$ cat src/rtl/bn_stream_pkg.sv
// Shared definitions for the BN stream datapath: default widths, routing mode
// encodings and the select-width helper.
package bn_stream_pkg;

  localparam int DATA_WIDTH_DEF = 16;

  localparam logic MODE_SEL = 1'b0;
  localparam logic MODE_RR  = 1'b1;

  // Width of a channel index; never narrower than one bit.
  function automatic int ch_w(input int n);
    return (n < 2) ? 1 : $clog2(n);
  endfunction

endpackage

$ cat src/rtl/stream_dmux_rr_if.sv
// Producer/consumer bundle of the round-robin stream demultiplexer.
interface stream_dmux_rr_if
  import bn_stream_pkg::*;
#(
  parameter int DATA_WIDTH = DATA_WIDTH_DEF,
  parameter int NUM_CH     = 3
);

  localparam int CH_W = ch_w(NUM_CH);

  logic                         mode;
  logic [CH_W-1:0]              sel;
  logic                         in_valid;
  logic                         in_ready;
  logic [DATA_WIDTH-1:0]        in_data;
  logic [NUM_CH-1:0]            out_valid;
  logic [NUM_CH-1:0]            out_ready;
  logic [NUM_CH*DATA_WIDTH-1:0] out_data;
  logic [CH_W-1:0]              cur_chan;
  logic                         drop;

  modport slave (
    input  mode, sel, in_valid, in_data, out_ready,
    output in_ready, out_valid, out_data, cur_chan, drop
  );

  modport master (
    output mode, sel, in_valid, in_data, out_ready,
    input  in_ready, out_valid, out_data, cur_chan, drop
  );

endinterface

$ cat src/rtl/stream_slot.sv
// One-entry output holding register with load, drain and same-edge refill.
module stream_slot
  import bn_stream_pkg::*;
#(
  parameter int DATA_WIDTH = DATA_WIDTH_DEF
) (
  input  logic                  clk,
  input  logic                  rst,
  input  logic                  load,
  input  logic [DATA_WIDTH-1:0] din,
  input  logic                  ready_in,
  output logic                  valid_out,
  output logic [DATA_WIDTH-1:0] dout
);

  logic                  r_valid;
  logic [DATA_WIDTH-1:0] r_data;

  // Load wins over drain so a refill on the draining edge leaves no bubble;
  // a plain drain zeroes the payload so idle lanes always read as 0.
  always_ff @(posedge clk or posedge rst) begin
    if (rst) begin
      r_valid <= 1'b0;
      r_data  <= '0;
    end else if (load) begin
      r_valid <= 1'b1;
      r_data  <= din;
    end else if (r_valid && ready_in) begin
      r_valid <= 1'b0;
      r_data  <= '0;
    end
  end

  assign valid_out = r_valid;
  assign dout      = r_data;

endmodule

$ cat src/rtl/stream_dmux_rr.sv
// Registered 1-to-NUM_CH stream demultiplexer with explicit-select and
// burst round-robin routing; each channel stalls independently.
module stream_dmux_rr
  import bn_stream_pkg::*;
#(
  parameter int DATA_WIDTH = DATA_WIDTH_DEF,
  parameter int NUM_CH     = 3,
  parameter int BURST      = 4
) (
  input  logic             clk,
  input  logic             rst,
  stream_dmux_rr_if.slave  bus
);

  localparam int CH_W  = ch_w(NUM_CH);
  localparam int CNT_W = ch_w(BURST);

  logic [CH_W-1:0]                   r_ptr;
  logic [CNT_W-1:0]                  r_cnt;
  logic                              r_drop;

  logic [CH_W-1:0]                   w_tgt;
  logic [NUM_CH-1:0]                 w_hit;
  logic [NUM_CH-1:0]                 w_valid;
  logic [NUM_CH-1:0]                 w_slot_rdy;
  logic [NUM_CH-1:0]                 w_load;
  logic                              w_in_range;
  logic                              w_in_ready;
  logic                              w_accept;
  logic [NUM_CH-1:0][DATA_WIDTH-1:0] w_dout;

  assign w_tgt = (bus.mode == MODE_RR) ? r_ptr : bus.sel;

  // One-hot decode of the target; an out-of-range select leaves it all-zero.
  always_comb begin
    w_hit = '0;
    for (int k = 0; k < NUM_CH; k++) begin
      w_hit[k] = (w_tgt == CH_W'(k));
    end
  end

  assign w_in_range = |w_hit;
  assign w_slot_rdy = ~w_valid | bus.out_ready;
  assign w_in_ready = w_in_range ? |(w_hit & w_slot_rdy) : 1'b1;
  assign w_accept   = bus.in_valid & w_in_ready;
  assign w_load     = {NUM_CH{w_accept}} & w_hit;

  for (genvar g = 0; g < NUM_CH; g++) begin : g_slot
    stream_slot #(
      .DATA_WIDTH (DATA_WIDTH)
    ) u_slot (
      .clk       (clk),
      .rst       (rst),
      .load      (w_load[g]),
      .din       (bus.in_data),
      .ready_in  (bus.out_ready[g]),
      .valid_out (w_valid[g]),
      .dout      (w_dout[g])
    );
  end

  // Pointer only moves on accepted beats, so a stalled column holds it;
  // select mode parks it at channel 0 with a fresh burst.
  always_ff @(posedge clk or posedge rst) begin
    if (rst) begin
      r_ptr <= '0;
      r_cnt <= '0;
    end else if (bus.mode == MODE_SEL) begin
      r_ptr <= '0;
      r_cnt <= '0;
    end else if (w_accept) begin
      if (r_cnt == CNT_W'(BURST - 1)) begin
        r_cnt <= '0;
        r_ptr <= (r_ptr == CH_W'(NUM_CH - 1)) ? '0 : r_ptr + 1'b1;
      end else begin
        r_cnt <= r_cnt + 1'b1;
      end
    end
  end

  always_ff @(posedge clk or posedge rst) begin
    if (rst) begin
      r_drop <= 1'b0;
    end else begin
      r_drop <= w_accept & ~w_in_range;
    end
  end

  assign bus.in_ready  = w_in_ready;
  assign bus.out_valid = w_valid;
  assign bus.out_data  = w_dout;
  assign bus.cur_chan  = w_tgt;
  assign bus.drop      = r_drop;

endmodule

$ cat src/flat_wrapper.sv
// flat-port wrapper written by rule: the top's interface ports become plain ports
module stream_dmux_rr_flat import bn_stream_pkg::*;
#(
  parameter int DATA_WIDTH = DATA_WIDTH_DEF,
  parameter int NUM_CH     = 3,
  parameter int BURST      = 4
)
  (clk, rst, bus_mode, bus_sel, bus_in_valid, bus_in_data, bus_out_ready, bus_in_ready, bus_out_valid, bus_out_data, bus_cur_chan, bus_drop);
  stream_dmux_rr_if #(.DATA_WIDTH(DATA_WIDTH), .NUM_CH(NUM_CH)) bus_i ();
  input  logic clk;
  input  logic rst;
  input wire logic [$bits(bus_i.mode)-1:0] bus_mode;
  input wire logic [$bits(bus_i.sel)-1:0] bus_sel;
  input wire logic [$bits(bus_i.in_valid)-1:0] bus_in_valid;
  input wire logic [$bits(bus_i.in_data)-1:0] bus_in_data;
  input wire logic [$bits(bus_i.out_ready)-1:0] bus_out_ready;
  output wire logic [$bits(bus_i.in_ready)-1:0] bus_in_ready;
  output wire logic [$bits(bus_i.out_valid)-1:0] bus_out_valid;
  output wire logic [$bits(bus_i.out_data)-1:0] bus_out_data;
  output wire logic [$bits(bus_i.cur_chan)-1:0] bus_cur_chan;
  output wire logic [$bits(bus_i.drop)-1:0] bus_drop;
  assign bus_i.mode = bus_mode;
  assign bus_i.sel = bus_sel;
  assign bus_i.in_valid = bus_in_valid;
  assign bus_i.in_data = bus_in_data;
  assign bus_i.out_ready = bus_out_ready;
  assign bus_in_ready = bus_i.in_ready;
  assign bus_out_valid = bus_i.out_valid;
  assign bus_out_data = bus_i.out_data;
  assign bus_cur_chan = bus_i.cur_chan;
  assign bus_drop = bus_i.drop;
  stream_dmux_rr #(.DATA_WIDTH(DATA_WIDTH), .NUM_CH(NUM_CH), .BURST(BURST)) u_core (.clk(clk), .rst(rst), .bus(bus_i));
endmodule
$ cat config.mk
export PLATFORM = sky130hd
export DESIGN_NAME = stream_dmux_rr_flat
export DESIGN_NICKNAME = d
export VERILOG_FILES = /design/src/rtl/bn_stream_pkg.sv /design/src/rtl/stream_dmux_rr_if.sv /design/src/rtl/stream_slot.sv /design/src/rtl/stream_dmux_rr.sv /design/src/flat_wrapper.sv
export SDC_FILE = /design/constraint.sdc
export NUM_CORES = 1
export LEC_CHECK = 0
export BUFFER_PORTS_ARGS = -buffer_cell sky130_fd_sc_hd__buf_2
export CAP_MARGIN = 20
export CORE_MARGIN = 2
export CORE_UTILIZATION = 40
export DETAILED_ROUTE_END_ITERATION = 10
export PLACE_DENSITY_LB_ADDON = 0.08
export REMOVE_ABC_BUFFERS = 1
export SYNTH_ARGS = -nofsm -noshare
export SYNTH_HDL_FRONTEND = slang
export SYNTH_SLANG_ARGS = --single-unit
$ cat constraint.sdc
create_clock -name clk -period 5.1 [get_ports clk]
set_clock_uncertainty 0.05 [all_clocks]
set_input_delay 1.275 -clock clk [delete_from_list [all_inputs] [get_ports clk]]
set_output_delay 1.275 -clock clk [all_outputs]
set_load 0.05 [all_outputs]
Yosys cells after proc, flatten, opt, wreduce, memory -nomap -nowiden. Cells that the tools add are included.

Logic and storage cells: 55. Output and inout bits: 55. Bits in registers: 56. Input port bits: 25.

Bitwise logic cells: 7. Mux-type cells: 21. Eq/ne operators: 6. Reduce and logical (&&, ||, !) cells: 10. Add/subtract/negate cells: 2.

Operators with widths (count): $mux W16 (6); $mux W2 (8); $mux W1 (7); $and A3 B3 Y3 (2); $eq A2 B2 Y1 const B (3); $reduce_bool A2 Y1 (3); $reduce_or A3 Y1 (2); $add A2 B1 Y2 const B (2); $ne A2 B1 Y1 const B (2); $logic_and A1 B1 Y1 (3); $not A3 Y3 (1); $or A3 B3 Y3 (1); $and A1 B1 Y1 (2); $eq A2 B1 Y1 const B (1); $logic_not A2 Y1 (1); $reduce_and A2 Y1 (1); $not A1 Y1 (1).

Depth between registers and ports, before layout.
Depth in word-level cells: 8. Depth in mapped cells: 7. Depth with buffers taken out: 5.

Modules after synthesis. From an unflattened synthesis, not the netlist that was laid out.

Cell total of the unflattened synthesis: 211. Area total of the unflattened synthesis: 2585.0 µm².

Modules (own cells, without submodules): stream_slot (cells an instance 57, times used 3, sequential area each 425.4 µm², area each 738.2 µm²); stream_dmux_rr (cells an instance 40, times used 1, sequential area each 125.1 µm², area each 370.4 µm²).

Worst setup path before layout. OpenSTA, ideal clock, no wires.

Path type: in2out. Start: input port bus_mode. End: output port bus_in_ready. Data required time: 3775 ps. Setup slack: 978 ps. Buffers on the path: 1. Data arrival time: 2797 ps. Stages: 4. Cell sequence: buf_6 > mux2_4 > mux2i_1 > a21oi_1.

Word-level cells in the longest chain between the ends: 5. Elaborated cells on any way between the ends: 8. Classes of those cells: eq/ne: 2; mux: 2; bitwise: 1; reduce/logical: 3.

RTL lines: start: declaration (line flat_wrapper.sv:12) `input wire logic [$bits(bus_i.mode)-1:0] bus_mode;`; $mux W2 * (line stream_dmux_rr.sv:32) `assign w_tgt = (bus.mode == MODE_RR) ? r_ptr : bus.sel;`; named net bus_cur_chan[0] (line flat_wrapper.sv:20) `output wire logic [$bits(bus_i.cur_chan)-1:0] bus_cur_chan;`; $eq A2 B1 Y1 (tied with other cells) (line stream_dmux_rr.sv:38) `w_hit[k] = (w_tgt == CH_W'(k));`; $and A3 B3 Y3 (line stream_dmux_rr.sv:44) `assign w_in_ready = w_in_range ? |(w_hit & w_slot_rdy) : 1'b1;`; $reduce_or A3 Y1 (line stream_dmux_rr.sv:44); $mux W1 * (line stream_dmux_rr.sv:44); end: declaration (line flat_wrapper.sv:17) `output wire logic [$bits(bus_i.in_ready)-1:0] bus_in_ready;`.

The timed path passes the listed nets; every way through them passes the cells marked *.

Final worst setup path.
Start: input port bus_mode. End: output port bus_in_ready.

Word-level cells in the longest chain between the ends: 5. Elaborated cells on any way between the ends: 8. Classes of those cells: eq/ne: 2; mux: 2; bitwise: 1; reduce/logical: 3.

RTL lines (line): $mux W2 * (stream_dmux_rr.sv:32); $eq A2 B1 Y1 (tied with other cells) (stream_dmux_rr.sv:38); $and A3 B3 Y3 (stream_dmux_rr.sv:44); $reduce_or A3 Y1 (stream_dmux_rr.sv:44); $mux W1 * (stream_dmux_rr.sv:44).

Mark *: on every way between the ends. The rest lies on a longest branch, timed or not.

==> impl_metrics.csv <==
group,metric,value,unit
global_routing,grt_pass1_vias,1787,
power_and_ir_drop,pwr-share-clk,0.224,
setup_path,crit_buf_inv,2,
finish,final_area,2970,um^2
setup_path,crit_top_cell,"buf_2",
placed_design,dp_cells,397,
cts,cts_tree,"done",
floorplan,initial_core_util,0.414,
floorplan,io_pins,80,
synth,netlist_top_cells_area,"dfrtp_1 57%, nand2_1 16%, o21ai_0 6.9%, o21ai_2 4.6%, mux2i_1 2.0%",
setup_path,endpoint_kind,"output port",
setup_path,slowest_stage,"mux2_4",
global_routing,antenna_found_initial,0,
synth,yosysTopAreaCell,"dfrtp_1",
placed_design,place_area,2870,um^2
setup_path,cp.arrival,2.46,ns
setup_path,slowest_delay,0.39,ns
placed_design,port_buffers,79,
placed_design,detailed_place_hpwl,3.74,mm
synth,synth_area_per_cell,9.60,um^2
power_and_ir_drop,p_leak,1.52,nW
sta,fin_crit,3.78,ns
setup_path,rr_startpoint,"u_core.r_ptr[1]",
drt,totalWireLength,5.58,mm
global_routing,grt_pass1_wl,9.05,mm
sta,hold_violations,0,
cts,ctsResizeCount,0,
flow_run,cap_viol_max_count,0,
drt,dr_total_vias,1912,
placed_design,routabilityCongestion,0.731,
finish,fin_util,0.499,
power_and_ir_drop,power_frac_seq,0.429,
floorplan,core-area,5960,um^2
sta,tightest_slew,0.707,ns
floorplan,rows,28,
drt,drtPass1Iterations,4,
drt,drtIter0Drc,96,
finish,antenna_cells,0,
finish,stdcell_count,405,
finish,syn2layout_area_growth,20.5,%
power_and_ir_drop,worst_ir_drop_vdd,0.192,mV
synth,syn_inst,257,
sta,finalCritPeriodShare,0.742,
cts,post_cts_buffers,0,
cts,path_clk_slew,0.09,ns
synth,syn-cell-area,2470,um^2
drt,drcViolationCount,0,
power_and_ir_drop,sw_frac_of_total,0.409,
cts,cts.path.max_buffers,2,
worst_hold_path,hold_path.class,"register to register",
sta,maxSlewHeadroom,0.528,
sta,drv_slew,0,
drt,avgViaCountPerCell,4.72,
floorplan,die_y,82.5,um
sta,setup_viol,0,
drt,wire_per_inst,13.8,um
setup_path,path_cells,"buf_2 -> mux2_4 -> mux2i_1 -> a21oi_1 -> buf_2",
global_routing,grt_usage,0.177,
power_and_ir_drop,power,1.27,mW
setup_path,critPathLaunchType,"input port",
finish,nets,355,
power_and_ir_drop,power_density,426,nW/um^2
cts,insertion_delay,0.30,ns
setup_path,cp-startpoint,"bus_mode",
power_and_ir_drop,p_sw,0.518,mW
synth,synth_cell_type_count,27,
cts,cts_hold_buffers,0,
cts,cts_sinks,56,
sta,rsz0062_at_grt,"no",
global_routing,grt_max_degree,37,
cts,cts_made_buffers,5,
power_and_ir_drop,power_frac_comb,0.347,
worst_hold_path,min-delay-start,"u_core.g_slot[2].u_slot.dout[1]",
setup_path,reg2reg_slack,3.28,ns
global_routing,grt-ovfl-total,0,
setup_path,crit_fanout,10,
finish,drive_above_1_share,0.333,
cts,htreeDepth,2,
sta,fmax,264,MHz
setup_path,crit_type,"input port to output port",
cts,root_buffer,"clkbuf_8",
floorplan,dieArea,6810,um^2
synth,yosys_warnings,0,
sta,setup_tns,0,ns
floorplan,die_w,82.5,um
power_and_ir_drop,power.internal,0.748,mW
drt,final_antenna_net_count,0,
status,status,"complete, no violations",
setup_path,path_delay_family,"multiplexers",
setup_path,crit_required,3.77,ns
synth,seq_area_frac_synth,0.568,
synth,ys_ff_latch,56,
synth,synth_top_area_share,0.568,
[cells in the mapped netlist]
master    count
nor4b_4       2
nand2_1     107
clkbuf_1      3
o21ai_1       2
ha_1          1
o21ai_0      34
or2b_1        1
buf_4         3
dfrtp_1      56
inv_4         1
a21oi_1       2
nor3_1        1
nor2_1        1
buf_2         5
o21ai_2      13
clkbuf_2      2
mux2i_1       5
or3b_2        1
buf_6         4
nand3b_1      1
o311ai_0      1
a211oi_1      1
nand2b_1      3
inv_1         4
mux2i_4       1
and4_2        1
mux2_4        1
[per-stage QoR]
step,hold WS [ns],setup WS [ns]
floorplan,0.462,1.11
global placement,0.455,1.31
detailed placement,0.454,1.29
CTS,0.476,1.29
global route,0.493,1.25
finish,0.472,1.32
[state kept, by name, summed over array words and instances (netlist names)]
| signal | flops |
|---|---|
| u_core.r_ptr | 2 |
| u_core.r_cnt | 2 |
| u_core.g_slot.u_slot.dout | 48 |
| u_core.g_slot.u_slot.valid_out | 3 |
| u_core.bus.drop | 1 |
[power by group through the flow]
stage | sequential (mW) | clock [mW] | combinational (mW)
3_3_place_gp | 0.552 | 0 | 0.440
5_1_grt | 0.554 | 0.311 | 0.472
6_report | 0.544 | 0.284 | 0.439
4_1_cts | 0.545 | 0.295 | 0.444
2_1_floorplan | 0.784 | 0 | 0.0975
3_5_place_dp | 0.553 | 0 | 0.444
[layout by cell type, fill, tap and decap left out, types with 2 or more instances in the layout]
| cell | synthesis | routed |
|---|---|---|
| a21oi_1 | 2 | 2 |
| buf_2 | 5 | 79 |
| buf_4 | 3 | 3 |
| clkbuf_8 | 0 | 5 |
| dfrtp_1 | 56 | 56 |
| inv_1 | 4 | 3 |
| mux2i_1 | 5 | 5 |
| nand2_1 | 107 | 107 |
| nand2b_1 | 3 | 3 |
| nor4b_4 | 2 | 2 |
| o21ai_0 | 34 | 34 |
| o21ai_1 | 2 | 2 |
| o21ai_2 | 13 | 13 |
[final timing paths]
kind / endpoint / cells past startpoint
worst max-delay path: bus_in_ready / 5
worst max register to register: u_core.g_slot[1].u_slot.dout[13] / 3
worst min register to register: u_core.g_slot[2].u_slot.dout[1] / 2
max in group asynchronous: u_core.g_slot[0].u_slot.dout[14] / 3
worst min-delay path: u_core.g_slot[2].u_slot.dout[1] / 2
min in group asynchronous: u_core.g_slot[1].u_slot.dout[12] / 2
[logic make-up after synthesis]
logic type      Yosys count  synth area share
simple gates            118             0.207
flops                    56             0.568
compound gates           53             0.130
buf+inv                  22            0.0548
mux                       7            0.0355
fa+ha+maj                 1           0.00507
[layout make-up]
| type | count | area, um^2 |
|---|---|---|
| Clock inverter | 2 | 35.0 |
| Clock buffer | 6 | 72.6 |
| Multi-Input combinational cell | 179 | 931 |
| Fill cell | 607 | 2980 |
| Sequential cell | 56 | 1400 |
| Timing Repair Buffer | 82 | 418 |
| Inverter | 5 | 21.3 |
| Tap cell | 75 | 93.8 |
[routing by layer]
layer | track usage | share of wire
met2 | 0.281 | 0.45
met5 | 0 | 0
met4 | 0.0443 | 0.0095
met3 | 0.0413 | 0.070
met1 | 0.244 | 0.47
[worst min-delay path, delay by kind of cell (launching register included)]
kind	cells	cell delay (ns)
compound gates	1	0.05
flops	1	0.39
simple gates	1	0.06
Power figures use the tool's default switching activity.
